==> src/rtl/fixed_to_float_packer.sv <==
// fixed_to_float_packer: signed fixed-point (2 int bits, WIDTH frac bits) to IEEE-754 single, 1-cycle latency
module fixed_to_float_packer #(
    parameter int WIDTH = 24
) (
    input  logic             clk,
    input  logic             reset,
    input  logic             in_valid,
    input  logic [WIDTH+1:0] in_fixed,
    output logic             out_valid,
    output logic [31:0]      out_float
);
    localparam int W2 = WIDTH + 2;
    logic          sign;
    logic [W2-1:0] mag;
    logic [6:0]    p;
    logic [6:0]    sh;
    logic [7:0]    expo;
    logic [22:0]   frac;
    logic [31:0]   result;
    always_comb begin
        sign = in_fixed[W2-1];
        mag = sign ? W2'(-in_fixed) : in_fixed;
        p = '0;
        for (int i = 0; i < W2; i++)
            if (mag[i]) p = 7'(i);
        sh = 7'(W2 - 1) - p;
        expo = 8'(int'(p) + 127 - WIDTH);
        // Align the leading one just above a 23-bit window; the window is the fraction.
        frac = 23'(({mag, 23'b0} << sh) >> (W2 - 1));
        result = (mag == '0) ? 32'h0 : {sign, expo, frac};
    end
    always_ff @(posedge clk) begin
        if (reset) begin
            out_valid <= 1'b0;
            out_float <= 32'h0;
        end else begin
            out_valid <= in_valid;
            if (in_valid) out_float <= result;
        end
    end
endmodule

==> config.mk <==
export PLATFORM = sky130hd
export DESIGN_NAME = fixed_to_float_packer
export DESIGN_NICKNAME = d
export VERILOG_FILES = /design/src/rtl/fixed_to_float_packer.sv
export SDC_FILE = /design/constraint.sdc
export NUM_CORES = 1
export LEC_CHECK = 0
export ABC_AREA = 1
export CORE_ASPECT_RATIO = 1.2
export CORE_MARGIN = 8
export CORE_UTILIZATION = 40
export CTS_CLUSTER_DIAMETER = 150
export CTS_CLUSTER_SIZE = 30
export DETAILED_ROUTE_END_ITERATION = 7
export PLACE_DENSITY = 0.68
export SKIP_LAST_GASP = 1
export SYNTH_ARGS = -nofsm -noshare
export SYNTH_HDL_FRONTEND = slang
export SYNTH_SLANG_ARGS = --single-unit
==> constraint.sdc <==
create_clock -name clk -period 11 [get_ports clk]
set_input_delay 2.2 -clock clk [delete_from_list [all_inputs] [get_ports clk]]
set_output_delay 2.2 -clock clk [all_outputs]
set_load 0.02 [all_outputs]
==> flow_summary.toml <==
[timing]
tightest_slew_ns = 1.007
setup_viol = 0
slew_viol_final = 0
timing.final.crit_share_pct = 68.31
fmax_mhz = 133.1
fin_skew_ns = 0
min_period_ns = 7.514
tns_ns = 0
hold_viol = 0
grt_setup_unrepaired = "false"
max_slew_margin_pct = 32.65

[synthesis]
synth_top_family_by_area = "simple AND/OR/NAND/NOR gates"
synth_xor_area_share_pct = 4.437
yosysWarnings = 0
synthesis.nets = 657
synth-seq-area-share_pct = 18.30
netlist_instances = 624
synth_edf_count = 0
synth_cell_types = 48
synthAdderAreaFrac_pct = 1.386
ys_async_sr_fraction_pct = 0
syn_area_um2 = 3610
synthMuxAreaShare_pct = 0
ys.flop_type = "dfxtp_1"
synth_common_cells = "nand2_1, nand3_1, inv_1"
synth-compound-area-share_pct = 10.26
synth_top_area_share_pct = 23.71
yosysMostFrequentCell = "nand2_1"
synthSimpleGateAreaFrac_pct = 55.01
yosysTopAreaCell = "nand2_1"
ys_ff_latch = 33
synth_area_per_cell_um2 = 5.785
synth.area.top_cells = "nand2_1, dfxtp_1, nand3_1"

[global_route]
grt-ovfl-total = 0
grt_pass1_vias = 3913
grt_max_degree = 33
track_usage_pct = 17.76
antenna_found_initial = 0
grt_first_pass_wirelength_um = 18090

[detailed_routing]
first_iter_violations = 358
drt_pass1_iterations = 5
drc = 0
wl_per_cell_um = 13.63
vias = 4138
wl_um = 10730
via_per_inst = 5.258
antenna_left = 0

[setup_path]
crit_fanout = 30
cp-start-kind = "input pin"
required_ns = 11.20
worstPathArrival_ns = 7.72
reg2reg_depth = 4
r2r-end = "out_float[8]"
crit_type = "in2reg"
reg2reg_slack_ns = 10.22
rr_startpoint = "out_float[8]"
critPathCaptureType = "flip-flop"

[final_layout]
nFillCells = 966
post-route-cell-area_um2 = 4344
final_nets = 699
post-route-util_pct = 48.86
multiInputGateArea_um2 = 2566
area.growth.synth_to_final_pct = 20.35
drive_gt1_share_pct = 8.396
antenna-diode-count = 0
regArea_um2 = 660.6

[placed_design]
hpwlAfterDp_um = 8783
gp_congestion = 0.9431
dpl_cell_area_um2 = 4228
port-buffer-count = 61

[floorplanning]
core_um2 = 8891
dieWidth_um = 102.7
fp.dieH_um = 120.1
ios = 62
dieArea_um2 = 12330
rows = 38
initial_core_util_pct = 40.60

[min_path]
hp-start = "out_float[2]"
hold_class = "reg2reg"
hold-path-cell-count = 2
min_to = "out_float[2]"

[clocking]
root_buffer = "clkbuf_8"
path_clk_slew_ns = 0.06
cts_sinks = 33
cts_hold_buf = 0
post_cts_resized = 0
cts_made_buffers = 5
post-cts-setup-buffer-count = 0
cts_tree = "done"
cts_buffer_depth = 2
clock_latency_ns = 0.29
ctsHtreeMaxLevel = 2

[power_and_ir_drop]
cellPowerDensity_nw_per_um2 = 131.0
p_leak_nw = 2.030
ir_drop_v = 0.00005959

[status]
outcome = "finished clean"

[flow_run]
drv_cap = 0
==> cells by family (layout without fill, tap and decap cells) <==
kind of cell / after synthesis / after routing
AOI/OAI and AO/OA: 59 / 59
xor gates and xnor gates: 14 / 14
buffers and inverters: 87 / 130
and+or+nand+nor: 427 / 427
DFF: 33 / 33
adders and majority gates: 4 / 4
==> registers in the layout, summed over array words and instances (netlist names) <==
signal	flops
out_float	32
out_valid	1
==> routing by layer <==
metal	wire (µm)	global-route usage (%)	vias to the layer above
li1	-	-	2119
met1	4938	22.21	1884
met2	5153	30.63	121
met3	431	1.854	14
met4	204	5.796	0
met5	0	0	-
==> layout make-up <==
cell class | instances | area share [%]
inverters | 59 | 5.184
repair buffers | 63 | 14.40
clock buffers | 7 | 1.987
well taps | 120 | 3.456
clock inverters | 1 | 0.6912
flip-flops and latches | 33 | 15.21
multi-input cells | 504 | 59.07
==> worst max-delay path: stages <==
cell	delay (ns)
clkdlybuf4s50_1	0.44
inv_2	0.15
ha_1	0.22
nand4_1	0.17
inv_2	0.11
nand4_1	0.15
nor2_1	0.21
a31oi_1	0.12
xor2_1	0.27
inv_2	0.10
nor2_2	0.29
nand2_1	0.64
ha_1	1.06
clkinv_1	0.79
nand3_1	0.28
and2_1	0.21
nand2_1	0.06
nand2_1	0.06
nand2_1	0.06
a21oi_1	0.11
==> power breakdown <==
part           internal, W  switching (W)
Sequential        0.000135     0.00000724
Clock            0.0000738      0.0000431
Combinational     0.000111       0.000199
==> metrics by stage <==
step	power [W]	setup WS, ns	hold WS [ns]	cells
finish	0.0005692	3.486	0.4627	787
detailed placement	0.0004532	3.212	0.4541	779
global route	0.0006154	2.821	0.4771	787
floorplan	0.0003689	5.516	0.5450	624
global placement	0.0004514	3.422	0.4521	779
CTS	0.0005708	3.491	0.4647	787
==> worst max-delay path by stage <==
stage / depth (start not counted) / from / endpoint / slack [ns]
2_1_floorplan: 22 / in_fixed[0] / out_float[21] / 5.52
3_3_place_gp: 19 / in_fixed[0] / out_float[19] / 3.42
3_5_place_dp: 19 / in_fixed[0] / out_float[18] / 3.21
4_1_cts: 19 / in_fixed[0] / out_float[18] / 3.49
5_1_grt: 19 / in_fixed[0] / out_float[18] / 2.82
6_report: 20 / in_fixed[0] / out_float[20] / 3.49
==> cell usage in the layout (no fill, tap or decap), types with 2 or more instances in the layout <==
master,synthesis,layout
ha_1,4,4
xnor2_1,2,2
o21ai_1,11,11
xor2_4,2,2
nor2_1,26,26
xor2_1,10,10
a21oi_1,29,29
nand4_1,6,6
o211ai_1,3,3
o31ai_1,2,2
nand2_4,3,3
nand3b_1,3,3
inv_1,45,45
clkbuf_8,0,6
dfxtp_1,33,33
nor2_4,6,6
inv_2,11,11
nor2_2,4,4
nand2_1,228,228
a31oi_1,3,3
buf_4,3,2
nand3_1,130,130
clkdlybuf4s50_1,0,61
nand3_2,3,3
o21ai_0,5,5
nand2_2,5,5
or2_1,3,3
Note: power is estimated with default switching activity, not from simulation.
